<file path="src/rtl/vga_timing_controller.sv">
`timescale 1ns/1ps
`default_nettype none
// ============================================================================
// Module   : vga_timing_controller
// Purpose  : 640x480@60 raster sequencer with frame-gated run control and
//            sync/video/marker decode. Define VGA_SYNC_PIPE_EN to register
//            the decoded outputs one cycle behind the counters.
// Revision : 1.0
// ============================================================================
module vga_timing_controller #(
   parameter int H_ACTIVE = 640,
   parameter int H_FRONT  = 16,
   parameter int H_SYNC   = 96,
   parameter int H_BACK   = 48,
   parameter int V_ACTIVE = 480,
   parameter int V_FRONT  = 10,
   parameter int V_SYNC   = 2,
   parameter int V_BACK   = 33
) (
   input  logic        clk_25MHz,
   input  logic        reset,
   input  logic        run,
   output logic [15:0] H_Count_Value,
   output logic [15:0] V_Count_Value,
   output logic        enable_V_Counter,
   output logic        hsync,
   output logic        vsync,
   output logic        video_on,
   output logic        line_start,
   output logic        frame_start,
   output logic        busy
);

   localparam int H_TOTAL = H_ACTIVE + H_FRONT + H_SYNC + H_BACK;
   localparam int V_TOTAL = V_ACTIVE + V_FRONT + V_SYNC + V_BACK;

   localparam logic [15:0] C_H_LAST     = 16'(H_TOTAL - 1);
   localparam logic [15:0] C_V_LAST     = 16'(V_TOTAL - 1);
   localparam logic [15:0] C_H_VIS      = 16'(H_ACTIVE);
   localparam logic [15:0] C_V_VIS      = 16'(V_ACTIVE);
   localparam logic [15:0] C_H_SYNC_BEG = 16'(H_ACTIVE + H_FRONT);
   localparam logic [15:0] C_H_SYNC_END = 16'(H_ACTIVE + H_FRONT + H_SYNC);
   localparam logic [15:0] C_V_SYNC_BEG = 16'(V_ACTIVE + V_FRONT);
   localparam logic [15:0] C_V_SYNC_END = 16'(V_ACTIVE + V_FRONT + V_SYNC);

   typedef enum logic [1:0] {
      ST_IDLE  = 2'd0,
      ST_RUN   = 2'd1,
      ST_DRAIN = 2'd2
   } state_t;

   state_t      state_q, state_d;
   logic [15:0] h_q, h_d;
   logic [15:0] v_q, v_d;

   logic w_advance;
   logic w_busy;
   logic w_h_last;
   logic w_v_last;
   logic w_frame_last;
   logic w_en_v;
   logic w_hsync;
   logic w_vsync;
   logic w_video_on;
   logic w_line_start;
   logic w_frame_start;

   assign w_busy       = (state_q != ST_IDLE);
   assign w_h_last     = (h_q == C_H_LAST);
   assign w_v_last     = (v_q == C_V_LAST);
   assign w_frame_last = w_h_last && w_v_last;

   always_ff @(posedge clk_25MHz or posedge reset) begin
      if (reset) begin
         state_q <= ST_IDLE;
         h_q     <= '0;
         v_q     <= '0;
      end else begin
         state_q <= state_d;
         h_q     <= h_d;
         v_q     <= v_d;
      end
   end

   // Stopping is only allowed once the counters sit on the last pixel of a
   // frame, so the raster always resumes from (0,0).
   always_comb begin
      state_d   = state_q;
      h_d       = h_q;
      v_d       = v_q;
      w_advance = 1'b0;
      case (state_q)
         ST_IDLE: begin
            h_d = '0;
            v_d = '0;
            if (run) state_d = ST_RUN;
         end
         ST_RUN: begin
            w_advance = 1'b1;
            if (!run) state_d = w_frame_last ? ST_IDLE : ST_DRAIN;
         end
         ST_DRAIN: begin
            w_advance = 1'b1;
            if (run)               state_d = ST_RUN;
            else if (w_frame_last) state_d = ST_IDLE;
         end
         default: begin
            state_d = ST_IDLE;
            h_d     = '0;
            v_d     = '0;
         end
      endcase

      if (w_advance) begin
         if (w_h_last) begin
            h_d = '0;
            v_d = w_v_last ? 16'd0 : v_q + 16'd1;
         end else begin
            h_d = h_q + 16'd1;
         end
      end
   end

   assign w_en_v        = w_busy && w_h_last;
   assign w_hsync       = !(w_busy && (h_q >= C_H_SYNC_BEG) && (h_q < C_H_SYNC_END));
   assign w_vsync       = !(w_busy && (v_q >= C_V_SYNC_BEG) && (v_q < C_V_SYNC_END));
   assign w_video_on    = w_busy && (h_q < C_H_VIS) && (v_q < C_V_VIS);
   assign w_line_start  = w_busy && (h_q == 16'd0);
   assign w_frame_start = w_line_start && (v_q == 16'd0);

   assign H_Count_Value = h_q;
   assign V_Count_Value = v_q;
   assign busy          = w_busy;

`ifdef VGA_SYNC_PIPE_EN
   logic en_v_q,        en_v_d;
   logic hsync_q,       hsync_d;
   logic vsync_q,       vsync_d;
   logic video_on_q,    video_on_d;
   logic line_start_q,  line_start_d;
   logic frame_start_q, frame_start_d;

   always_comb begin
      en_v_d        = w_en_v;
      hsync_d       = w_hsync;
      vsync_d       = w_vsync;
      video_on_d    = w_video_on;
      line_start_d  = w_line_start;
      frame_start_d = w_frame_start;
   end

   always_ff @(posedge clk_25MHz or posedge reset) begin
      if (reset) begin
         en_v_q        <= 1'b0;
         hsync_q       <= 1'b1;
         vsync_q       <= 1'b1;
         video_on_q    <= 1'b0;
         line_start_q  <= 1'b0;
         frame_start_q <= 1'b0;
      end else begin
         en_v_q        <= en_v_d;
         hsync_q       <= hsync_d;
         vsync_q       <= vsync_d;
         video_on_q    <= video_on_d;
         line_start_q  <= line_start_d;
         frame_start_q <= frame_start_d;
      end
   end

   assign enable_V_Counter = en_v_q;
   assign hsync            = hsync_q;
   assign vsync            = vsync_q;
   assign video_on         = video_on_q;
   assign line_start       = line_start_q;
   assign frame_start      = frame_start_q;
`else
   assign enable_V_Counter = w_en_v;
   assign hsync            = w_hsync;
   assign vsync            = w_vsync;
   assign video_on         = w_video_on;
   assign line_start       = w_line_start;
   assign frame_start      = w_frame_start;
`endif

endmodule
`default_nettype wire

</file>
<file path="config.mk">
export PLATFORM = sky130hd
export DESIGN_NAME = vga_timing_controller
export DESIGN_NICKNAME = d
export VERILOG_FILES = /design/src/rtl/vga_timing_controller.sv
export SDC_FILE = /design/constraint.sdc
export NUM_CORES = 1
export LEC_CHECK = 0
export BUFFER_PORTS_ARGS = -buffer_cell sky130_fd_sc_hd__buf_2
export CAP_MARGIN = 20
export CORE_AREA = 2 2 79 81
export DETAILED_ROUTE_END_ITERATION = 8
export DIE_AREA = 0 0 81 83
export PLACE_DENSITY = 0.61
export SLEW_MARGIN = 20
export SYNTH_ARGS = -nofsm -noshare
export SYNTH_HDL_FRONTEND = slang
export SYNTH_SLANG_ARGS = --single-unit
export TNS_END_PERCENT = 100
</file>
<file path="constraint.sdc">
create_clock -name clk_25MHz -period 2.4 [get_ports clk_25MHz]
set_clock_uncertainty 0.05 [all_clocks]
set_input_delay 0.72 -clock clk_25MHz [delete_from_list [all_inputs] [get_ports clk_25MHz]]
set_output_delay 0.72 -clock clk_25MHz [all_outputs]
set_load 0.01 [all_outputs]
</file>
After elaboration in Yosys (flattened, before gate mapping)
Cells that the tools add are included.
Widths: inputs -> output; s select.
{"block": "word_totals", "reg_bits": 34, "inputBits": 3}
{"block": "classes", "add_sub_neg": 2, "n_lt_le_gt_ge": 6, "eq_ne": 8, "n_mux": 14, "reduce_logical": 18}
{"operator": "$mux 16", "count": 7}
{"operator": "$add 16x1->16 const B", "count": 2}
{"operator": "$eq 16x10->1 const B", "count": 2}
{"operator": "$logic_not 16->1", "count": 2}
{"operator": "$lt 16x10->1 const B", "count": 2}
{"operator": "$lt 16x9->1 const B", "count": 2}
{"operator": "$ge 16x10->1 const B", "count": 1}
{"operator": "$ge 16x9->1 const B", "count": 1}
{"operator": "$logic_and 1x1->1", "count": 10}
{"operator": "$mux 2", "count": 5}
{"operator": "$pmux 2 s3", "count": 1}
{"operator": "$ne 2x2->1 const B", "count": 2}
{"operator": "$ne 3x3->1 const B", "count": 1}
{"operator": "$reduce_and 3->1", "count": 1}
{"operator": "$eq 2x1->1 const B", "count": 1}
{"operator": "$eq 2x2->1 const B", "count": 1}
{"operator": "$logic_not 1->1", "count": 2}
{"operator": "$logic_not 2->1", "count": 1}
{"operator": "$ne 2x1->1 const B", "count": 1}
{"operator": "$reduce_bool 2->1", "count": 1}
{"operator": "$reduce_or 2->1", "count": 1}
{"operator": "$mux 1", "count": 1}

Longest topological paths before layout
Gate-level depths: netlist (run 1).
{"block": "depth", "ltp_word": 5, "ltp_mapped": 7, "mapped_depth_nobuf": 6}

Worst setup path before layout (run 1)
OpenSTA, ideal clock, no wires.
{"block": "synth_timing", "kind": "register to output", "from": "reg h_q[11] (netlist: H_Count_Value[11])", "to": "out frame_start", "arrival_ns": 1.684, "t_required_ns": 1.630, "slack_ns": -0.054, "path_stages_with_launch": 5, "path_buffers": 0, "cell_sequence": "dfrtp_1 -> nor4_2 -> nor4b_1 -> and4_1 -> and3_1"}
{"block": "synth_via", "elab_chain_len": 3}
{"item": "start, declared", "line": "53", "source": "logic [15:0] h_q, h_d;"}
{"item": "start signal, assigned", "line": "76", "source": "h_q <= '0;"}
{"item": "start signal, assigned", "line": "80", "source": "h_q <= h_d;"}
{"item": "$logic_not 16->1", "line": "128", "source": "assign w_line_start = w_busy && (h_q == 16'd0);"}
{"item": "$logic_and 1x1->1", "line": "128"}
{"item": "net line_start", "line": "29", "source": "output logic line_start,"}
{"item": "$logic_and 1x1->1", "line": "129", "source": "assign w_frame_start = w_line_start && (v_q == 16'd0);"}
{"item": "end, declared", "line": "30", "source": "output logic frame_start,"}
The timed path passes the listed nets, and every way through them passes these cells.

Worst setup path after layout (run 1)
{"block": "layout_timing", "from": "reg h_q[13] (netlist: H_Count_Value[13])", "to": "out frame_start"}
{"block": "layout_via", "elab_chain_len": 3}
{"item": "$logic_not 16->1", "line": "128"}
{"item": "$logic_and 1x1->1", "line": "128"}
{"item": "$logic_and 1x1->1", "line": "129"}
No other way between the ends.

==> metrics.yaml, run 1 <==
finalMaxSlewViolations: 0
antenna_cells: 0
clk_latency_ns: 0.29
synthTopCellsByArea: "dfrtp_1, ha_1, nand4_1"
die_x_um: 81
path_cells: "nor4_4 -> nor4b_4 -> and4_1 -> and3_4 -> buf_6"
critPathRequiredTime_ns: 1.63
num-nets-final: 328
power_leakage_nw: 1.31
die-area_mm2: 0.00672
synthFlopType: "dfrtp_1"
synthTopCellsByCount: "dfrtp_1, nor2_1, nand2_1"
finalSetupViolations: 4
rsz0062_at_grt: "true"
finalSetupTns_ns: -0.603
async_reset_ff_share_pct: 100
core_region_area_mm2: 0.00582
max_cap_viol_count: 0
worstMarginPinSlew_ns: 0.477
critical_path.max_stage_delay_ns: 0.40
num_rows: 28
grt_max_degree: 35
cts-root-buf: "clkbuf_8"
antenna_found_initial: 0
reg2reg_to: "V_Count_Value[7]$_DFF_PP0_"
grt_pass1_wl_um: 10500
drive_gt1_share_pct: 31.4
cts_made_buffers: 5
drtIter0Drc: 128
synthDominantCellAreaShare_pct: 37.7
overflow: 0
ir_worst_vdd_v: 0.000284
first_global_vias: 2173
drt-pass1-iter-count: 4
use_met3_pct: 3.80
critPathCaptureType: "primary output"
io_pins: 42
hp-class: "input pin to asynchronous set/reset pin"
avgSynthCellArea_um2: 8.92
fillerInstances: 574
timing.rr.start: "V_Count_Value[0]$_DFF_PP0_"
critPathSlowestCell: "dfrtp_1"
chipHeight_um: 83
syn2layout_area_growth_pct: 28.6
post-route-period-util_pct: 108
avgRoutedWirePerCell_um: 16.0
cts_tree: "yes"
synth-edff-count: 0
ys_ff_latch: 34
cts_max_path_buffers: 2
power_density_mw_per_mm2: 623
drc: 0
path_max_fanout: 2
synth_cell_type_count: 49
grtUsageMet2_pct: 32.2
slew_headroom_pct: 68.1
arrival_ns: 1.82
seq_area_frac_synth_pct: 37.7
max_freq_ghz: 0.386
status: "finished, violations left"
hpwlAfterDp_um: 4430
path_clk_slew_ns: 0.07
via_count: 2199
ant_nets: 0
numPortBuffers: 41
synth_largest_area_cell: "dfrtp_1"
period_needed_ns: 2.59
postCtsHoldBufs: 0
track_usage_pct: 19.6
synth_cells: 253
clkSinkCount: 34
final_core_util_pct: 49.9
crit_path_start_kind: "flip-flop"
gr-max-usage-layer: "met2"
violations: "setup timing"
hold_viol: 0
syn-num-nets: 265
htree_levels: 2
synth.most_common_cell: "dfrtp_1"
synth_area_mm2: 0.00226
setup_slack_ns: -0.189
gp_routability_congestion: 0.901
gr-usage-met1_pct: 26.0
path_class: "flip-flop to primary output"
wl_um: 6250
rr_worst_depth: 7
ys.warnings.count: 0
start_util_pct: 38.8
vias_per_cell: 5.64
reg2reg_slack_ns: 0.27
[state kept, by name, indices dropped and copies added, names as in the netlist]
signal	cells
state_q	2
V_Count_Value	16
H_Count_Value	16
[report_power, final]
part           internal [mW]  total (mW)  switching [mW]
clock network          0.221       0.429           0.207
registers              0.602       0.622          0.0197
logic                  0.320       0.756           0.437
total                   1.14        1.81           0.664
[worst max-delay path, delay by kind of cell (launching register included)]
kind / cells / cell delay [ns]
buffers and inverters: 1 / 0.09
flip-flops: 1 / 0.40
AND/OR/NAND/NOR: 4 / 1.04
[logic make-up (layout without fill, tap and decap cells)]
logic type	count (synthesis)	in the layout	share of synthesized area, %
xor+xnor	12	12	4.66
flops	34	34	37.7
mux	3	3	1.33
simple gates	117	117	31.1
buf+inv	36	98	6.66
fa+ha+maj	9	9	4.99
compound gates	42	42	13.5
[worst max path at each step]
| stage | slack, ns | start | to |
|---|---|---|---|
| 2_1_floorplan | 0.03 | H_Count_Value[11]$_DFF_PP0_ | frame_start |
| 3_3_place_gp | 0.09 | H_Count_Value[11]$_DFF_PP0_ | video_on |
| 3_5_place_dp | 0.06 | H_Count_Value[11]$_DFF_PP0_ | frame_start |
| 4_1_cts | -0.17 | H_Count_Value[11]$_DFF_PP0_ | frame_start |
| 5_1_grt | -0.33 | H_Count_Value[13]$_DFF_PP0_ | frame_start |
| 6_report | -0.19 | H_Count_Value[13]$_DFF_PP0_ | frame_start |
[stage by stage]
stage                     power [mW]  instance area, um^2  hold WS [ns]  worst slack (ns)  std cells
after global placement          1.30                 2720         0.488            0.0861        382
after CTS                       1.81                 2870         0.488            -0.166        391
after floorplan                 1.00                 2260         0.495            0.0284        253
after global routing            1.91                 2900         0.531            -0.327        390
after detailed placement        1.30                 2720         0.488            0.0649        382
final                           1.81                 2900         0.473            -0.189        390
[layer usage]
metal  vias to the layer above  share of wire (%)
li1                       1057                  -
met1                      1059                 44
met2                        70                 50
met3                        13                5.0
met4                         0                1.4
met5                         -                  0
[final cells by class]
type	count	area [um^2]	area share (%)
Timing Repair Buffer	75	477	16.4
Multi-Input combinational cell	183	1330	45.9
Tap cell	75	93.8	3.24
Clock buffer	6	82.6	2.85
Inverter	17	63.8	2.20
Sequential cell	34	852	29.4
[cells in the final DEF, fill, tap and decap left out, drive strengths merged, types with 4 or more instances in the layout]
| master | count |
|---|---|
| inv | 16 |
| nor3 | 6 |
| and4 | 8 |
| xnor2 | 7 |
| ha | 9 |
| a41oi | 4 |
| nand2 | 19 |
| and2 | 4 |
| nand3 | 11 |
| and3 | 5 |
| buf | 75 |
| a21oi | 9 |
| nor2 | 24 |
| dfrtp | 34 |
| xor2 | 5 |
| nand4 | 16 |
| a32oi | 6 |
| o31ai | 6 |
| nor4b | 6 |
| clkbuf | 6 |
| o21ai | 7 |
[what timing repair did]
item / 4_1_cts / 5_1_grt
endpoints found under the setup margin: 5 / 6
setup buffers: 3 / 0
gates resized for setup: 8 / 11
pin swaps: 2 / 5
Power figures use the tool's default switching activity.
==> run 2, diff against run 1 <==
- ABC_AREA: default -> 1
- CORE_AREA: 2 2 79 81 -> 2 2 78 80
- DIE_AREA: 0 0 81 83 -> 0 0 80 82
- PLACE_DENSITY: 0.61 -> 0.62
==> run 2 against run 1 <==
Against the previous run:
- the run still ends with setup timing left
- flip-flop and latch count is the same
- wire length shrank 2.6%
- register-to-register slack improved by 0.19 ns
- critical path depth up 1
- final cell count rose by 18%
- sequential power increased by 2%
- critical path type unchanged
- critical endpoint is now video_on
- largest power group unchanged
==> metrics.yaml, run 2 <==
status: "finished, violations left"  # unchanged
violations: "setup timing"  # unchanged
final_cell_mix: "nand2_1, nor2_1, inv_1, buf_2"  # was buf_2, dfrtp_1, buf_4, nor2_1, nand2_1
synthTopCellsByArea: "dfrtp_1, nand2_1, nor2_1"  # was dfrtp_1, ha_1, nand4_1
p_clk_share_pct: 32.0  # was 23.7%
track_usage_pct: 19.0  # was 19.6%
fin_area_mm2: 0.00292  # was 0.00290 mm^2
critical_path.max_stage_delay_ns: 0.42  # was 0.40 ns
swShare_pct: 35.7  # was 36.8%
setup_slack_ns: -0.0108  # was -0.189 ns
ant_nets: 0  # unchanged
period_needed_ns: 2.41  # was 2.59 ns
reg2reg_slack_ns: 0.46  # was 0.27 ns
ys_ff_latch: 34  # unchanged
critPathCaptureType: "primary output"  # unchanged
avgRoutedWirePerCell_um: 13.2  # was 16.0 um
drtIter0Drc: 149  # was 128
path_max_fanout: 5  # was 2
finalSetupViolations: 1  # was 4
ir_worst_vdd_v: 0.000330  # was 0.000284 V
syn-num-nets: 332  # was 265
finalSetupTns_ns: -0.0108  # was -0.603 ns
antenna_found_initial: 0  # unchanged
cts_tree: "yes"  # unchanged
synth_cells: 320  # was 253
first_global_vias: 2140  # was 2173
cts_max_path_buffers: 2  # unchanged
fin_hold_ws_ns: 0.460  # was 0.473 ns
max_freq_ghz: 0.415  # was 0.386 GHz
crit_path_start_kind: "flip-flop"  # unchanged
synthDominantCellAreaShare_pct: 38.2  # was 37.7%
p_comb_share_pct: 37.4  # was 41.9%
cpLargestDelayFamily: "simple AND/OR/NAND/NOR gates"  # unchanged
rsz0062_at_grt: "true"  # unchanged
io_pins: 42  # unchanged
grt_pass1_wl_um: 9640  # was 10500 um
path_cells: "inv_2 -> nand3_2 -> nor4_4 -> nand2_1 -> a21oi_2 -> buf_2"  # was nor4_4 -> nor4b_4 -> and4_1 -> and3_4 -> buf_6
die_x_um: 80  # was 81 um
path_class: "flip-flop to primary output"  # unchanged
arrival_ns: 1.64  # was 1.82 ns
finalMaxSlewViolations: 0  # unchanged
grt_max_degree: 35  # unchanged
worst-path-stages: 6  # was 5
mostFrequentLayoutCell: "nand2_1"  # was buf_2
vias_per_cell: 4.95  # was 5.64
clk_latency_ns: 0.29  # about the same
avgSynthCellArea_um2: 6.96  # was 8.92 um^2
path_clk_slew_ns: 0.07  # about the same
critPathRequiredTime_ns: 1.63  # about the same
wl_um: 6080  # was 6250 um
critPathSlowestCell: "dfrtp_1"  # unchanged
via_count: 2276  # was 2199
seq_area_frac_synth_pct: 38.2  # was 37.7%
cp_num_buf_inv: 2  # was 1
die-area_mm2: 0.00656  # was 0.00672 mm^2
syn2layout_area_growth_pct: 30.9  # was 28.6%
synth_area_mm2: 0.00223  # was 0.00226 mm^2
cts-root-buf: "clkbuf_8"  # unchanged
clkSinkCount: 34  # unchanged
htree_levels: 2  # unchanged
gp_routability_congestion: 0.838  # was 0.901
timing.rr.start: "H_Count_Value[5]$_DFF_PP0_"  # was V_Count_Value[0]$_DFF_PP0_
num-nets-final: 396  # was 328
drive_gt1_share_pct: 28.3  # was 31.4%
antenna_cells: 0  # unchanged
power_switching_mw: 0.743  # was 0.664 mW
numPlacedInstances: 441  # was 382
synthFlopType: "dfrtp_1"  # unchanged
finalNonFillerCells: 460  # was 390
ys.warnings.count: 0  # unchanged
drc: 0  # unchanged
start_util_pct: 38.8  # about the same
synth.most_common_cell: "nand2_1"  # was dfrtp_1
async_reset_ff_share_pct: 100  # unchanged
chipHeight_um: 82  # was 83 um
postCtsHoldBufs: 0  # unchanged
synth_cell_type_count: 27  # was 49
drt-pass1-iter-count: 4  # unchanged
reg2reg_to: "V_Count_Value[5]$_DFF_PP0_"  # was V_Count_Value[7]$_DFF_PP0_
power_leakage_nw: 1.47  # was 1.31 nW
cts_made_buffers: 5  # unchanged
synth_largest_area_cell: "dfrtp_1"  # unchanged
numPortBuffers: 41  # unchanged
overflow: 0  # unchanged
hp-class: "flip-flop to flip-flop"  # was input pin to asynchronous set/reset pin
core_region_area_mm2: 0.00575  # was 0.00582 mm^2
power_density_mw_per_mm2: 714  # was 623 mW/mm^2
setup.worst_path.start: "V_Count_Value[13]$_DFF_PP0_"  # was H_Count_Value[13]$_DFF_PP0_
slew_headroom_pct: 69.2  # was 68.1%
postPlaceCellArea_mm2: 0.00256  # was 0.00272 mm^2
num_rows: 28  # unchanged
hpwlAfterDp_um: 4400  # was 4430 um
synthTopCellsByCount: "nand2_1, nor2_1, inv_1"  # was dfrtp_1, nor2_1, nand2_1
seqPwrFrac_pct: 30.6  # was 34.4%
final_core_util_pct: 50.8  # was 49.9%
synth-edff-count: 0  # unchanged
worstMarginPinSlew_ns: 0.462  # was 0.477 ns
hold_viol: 0  # unchanged
max_cap_viol_count: 0  # unchanged
post-route-period-util_pct: 100  # was 108%
internal_power_mw: 1.34  # was 1.14 mW
cp-endpoint: "video_on"  # was frame_start
rr_worst_depth: 10  # was 7
==> run 2: cell types whose count changed in the layout (fill, tap and decap cells not counted), sizes merged, moves of 8 or more <==
cell   delta
nor3      +9
nor2     +33
inv      +33
nand3    +18
nand2    +52
buf      -16
and4      -8
nand4    -14
o21ai    +12
==> run 2: power by group through the flow <==
stage	Clock [mW]	Sequential, mW	Combinational (mW)
3_5_place_dp	0	0.650	0.627
6_report	0.666	0.637	0.780
3_3_place_gp	0	0.649	0.616
4_1_cts	0.675	0.631	0.694
5_1_grt	0.700	0.642	0.869
2_1_floorplan	0	0.654	0.404
==> run 2: logic make-up after synthesis <==
kind of cell | share of synthesized area, %
DFF | 38.2
buffers and inverters | 9.10
adders and majority gates | 5.05
xor gates and xnor gates | 3.14
and+or+nand+nor | 36.1
AOI/OAI and AO/OA | 8.42
==> run 2: layout make-up <==
type	instances	area [um^2]
Inverter	49	186
Timing Repair Buffer	59	340
Multi-Input combinational cell	235	1290
Clock buffer	6	82.6
Clock inverter	2	60.1
Fill cell	576	2830
Sequential cell	34	860
Tap cell	75	93.8
==> run 2: layer usage <==
| layer | routed length [um] | up-vias | part of all wire, % | GRT usage, % |
|---|---|---|---|---|
| met4 | 87 | 0 | 1.4 | 6.27 |
| met5 | 0 | - | 0 | 0 |
| met2 | 3040 | 63 | 50 | 33.4 |
| li1 | - | 1154 | - | - |
| met3 | 318 | 11 | 5.2 | 5.16 |
| met1 | 2630 | 1048 | 43 | 22.5 |
==> run 2: worst reg2reg max path: cells and delay by family, from the launching register on <==
family / cells / cell delay [ns]
flops: 1 / 0.38
buf+inv: 3 / 0.53
simple gates: 6 / 0.82
compound gates: 1 / 0.07
==> run 2: worst min path at each step <==
stage / start / endpoint / slack, ns / cells past startpoint
2_1_floorplan: state_q[1]$_DFFE_PP0P_ / state_q[1]$_DFFE_PP0P_ / 0.44 / 2
4_1_cts: H_Count_Value[0]$_DFF_PP0_ / H_Count_Value[0]$_DFF_PP0_ / 0.46 / 1
6_report: H_Count_Value[0]$_DFF_PP0_ / H_Count_Value[0]$_DFF_PP0_ / 0.46 / 1
3_3_place_gp: H_Count_Value[0]$_DFF_PP0_ / H_Count_Value[0]$_DFF_PP0_ / 0.45 / 1
5_1_grt: H_Count_Value[0]$_DFF_PP0_ / H_Count_Value[0]$_DFF_PP0_ / 0.50 / 1
3_5_place_dp: H_Count_Value[0]$_DFF_PP0_ / H_Count_Value[0]$_DFF_PP0_ / 0.45 / 1
==> run 2: timing repair <==
item | 4_1_cts | 5_1_grt
setup buffers | 4 | 7
setup endpoints to repair | 6 | 6
resized for setup | 8 | 32
pin swaps | 4 | 7
==> run 2: metrics by stage <==
stage	setup slack (ns)	total power [mW]
after floorplan	0.323	1.06
after global placement	0.0209	1.26
after detailed placement	0.0573	1.28
after CTS	-0.0214	2.00
after global routing	-0.109	2.21
final	-0.0108	2.08
==> run 3, diff against run 2 <==
- SETUP_SLACK_MARGIN: default -> 0.3
==> run 3 against run 2 <==
Against the previous run:
- the flow still finishes with violations (setup timing)
- hold slack improved by 0.0053 ns
- power is 0.56% lower
- worst setup slack got worse by 0.020 ns
- global-route usage up 1.2 points
- combinational power fell by 0.6%
- register-to-register slack worse by 0.04 ns
- design area up 4.4%
- critical path depth unchanged
- wire length increased by 4.3%
- sequential power shrank 2%
- largest cell class unchanged
==> metrics.yaml, run 3 (synthesis gave the netlist of run 2 again) <==
status: "finished, violations left"  # unchanged
violations: "setup timing"  # unchanged
path_cells: "nor2_2 -> nand2_2 -> nor4_1 -> nand2_1 -> a21oi_2 -> buf_2"  # was inv_2 -> nand3_2 -> nor4_4 -> nand2_1 -> a21oi_2 -> buf_2
rsz0062_at_grt: "true"  # unchanged
final_cell_mix: "nand2_1, nor2_1, buf_2, inv_1"  # was nand2_1, nor2_1, inv_1, buf_2
die-area_mm2: 0.00656  # unchanged
io_pins: 42  # unchanged
arrival_ns: 1.66  # was 1.64 ns
numPortBuffers: 41  # unchanged
path_class: "flip-flop to primary output"  # unchanged
mostFrequentLayoutCell: "nand2_1"  # unchanged
track_usage_pct: 20.3  # was 19.0%
overflow: 0  # unchanged
critPathRequiredTime_ns: 1.63  # about the same
hp-class: "input pin to asynchronous set/reset pin"  # was flip-flop to flip-flop
power_leakage_nw: 1.54  # was 1.47 nW
clkSinkCount: 34  # unchanged
cts-root-buf: "clkbuf_8"  # unchanged
htree_levels: 2  # unchanged
first_global_vias: 2286  # was 2140
post-route-period-util_pct: 101  # was 100%
chipHeight_um: 82  # unchanged
slew_headroom_pct: 69.6  # was 69.2%
die_x_um: 80  # unchanged
start_util_pct: 38.8  # unchanged
syn2layout_area_growth_pct: 36.6  # was 30.9%
antenna_cells: 0  # unchanged
reg2reg_slack_ns: 0.42  # was 0.46 ns
path_clk_slew_ns: 0.08  # was 0.07 ns
hold_viol: 0  # unchanged
num_rows: 28  # unchanged
grt_max_degree: 35  # unchanged
crit_path_start_kind: "flip-flop"  # unchanged
core_region_area_mm2: 0.00575  # unchanged
num-nets-final: 408  # was 396
cts_made_buffers: 5  # unchanged
antenna_found_initial: 0  # unchanged
max_cap_viol_count: 0  # unchanged
cts_max_path_buffers: 2  # unchanged
drc: 0  # unchanged
hpwlAfterDp_um: 4400  # unchanged
via_count: 2322  # was 2276
gp_routability_congestion: 0.838  # unchanged
finalMaxSlewViolations: 0  # unchanged
critical_path.max_stage_delay_ns: 0.42  # about the same
avgRoutedWirePerCell_um: 13.4  # was 13.2 um
vias_per_cell: 4.92  # was 4.95
drtIter0Drc: 105  # was 149
drt-pass1-iter-count: 4  # unchanged
ant_nets: 0  # unchanged
path_max_fanout: 5  # unchanged
cts_tree: "yes"  # unchanged
finalSetupTns_ns: -0.0304  # was -0.0108 ns
power_density_mw_per_mm2: 680  # was 714 mW/mm^2
finalSetupViolations: 1  # unchanged
drive_gt1_share_pct: 31.5  # was 28.3%
pre_cts_ws_ns: 0.0573  # unchanged
max_freq_ghz: 0.411  # was 0.415 GHz
critPathCaptureType: "primary output"  # unchanged
grt_pass1_wl_um: 10300  # was 9640 um
wl_um: 6350  # was 6080 um
period_needed_ns: 2.43  # was 2.41 ns
setup_slack_ns: -0.0304  # was -0.0108 ns
ir_worst_vdd_v: 0.000316  # was 0.000330 V
critPathSlowestCell: "dfrtp_1"  # unchanged
clk_latency_ns: 0.29  # about the same
postCtsHoldBufs: 0  # unchanged
worstMarginPinSlew_ns: 0.455  # was 0.462 ns
==> run 3: worst paths after layout <==
kind                                         endpoint                        start  depth (start not counted)
max in group asynchronous  H_Count_Value[8]$_DFF_PP0_                        reset                          3
setup / recovery                             video_on  H_Count_Value[15]$_DFF_PP0_                          6
min in group clk_25MHz     H_Count_Value[0]$_DFF_PP0_   H_Count_Value[0]$_DFF_PP0_                          2
hold reg to reg            H_Count_Value[0]$_DFF_PP0_   H_Count_Value[0]$_DFF_PP0_                          2
hold / removal             V_Count_Value[1]$_DFF_PP0_                        reset                          3
setup reg to reg           V_Count_Value[5]$_DFF_PP0_  H_Count_Value[15]$_DFF_PP0_                         10
==> run 3: critical path: cells and delay by family (launching register included) <==
| kind | cells | cell delay [ns] |
|---|---|---|
| buffers and inverters | 1 | 0.14 |
| AND/OR/NAND/NOR | 4 | 0.69 |
| flip-flops | 1 | 0.42 |
| AO/OA/AOI/OAI | 1 | 0.12 |
==> run 3: routing by layer <==
layer	global-route usage (%)	vias up	part of all wire, %
met4	5.93	0	1.6
li1	-	1176	-
met1	23.8	1080	43
met5	0	-	0
met3	5.05	12	4.6
met2	36.6	54	51
==> run 3: timing repair <==
item / in CTS / in global routing
resized for setup: 27 / 25
setup endpoints to repair: 6 / 8
setup buffers: 18 / 5
pin swaps: 12 / 7
==> run 3: area by class of cell <==
type	count	area, um^2
clock buffers	6	82.6
clock inverters	2	60.1
fillers	555	2700
inverters	49	189
multi-input cells	235	1310
flip-flops and latches	34	860
well taps	75	93.8
repair buffers	71	445
==> run 3: metrics by stage <==
step | hold slack (ns) | area (um^2) | total power [mW] | std cells | util (%)
finish | 0.466 | 3040 | 2.07 | 472 | 53.0
floorplan | 0.440 | 2230 | 1.06 | 320 | -
CTS | 0.490 | 2930 | 2.06 | 467 | 51.1
global route | 0.542 | 3040 | 2.20 | 472 | 53.0
detailed placement | 0.450 | 2560 | 1.28 | 441 | 44.6
global placement | 0.450 | 2560 | 1.26 | 441 | 44.6
==> run 3: power breakdown <==
part | internal (mW) | total (mW) | leakage [nW] | switching (mW)
Combinational | 0.281 | 0.775 | 1.01 | 0.493
Clock | 0.443 | 0.669 | 0.0714 | 0.226
Sequential | 0.605 | 0.627 | 0.459 | 0.0221
Total | 1.33 | 2.07 | 1.54 | 0.741
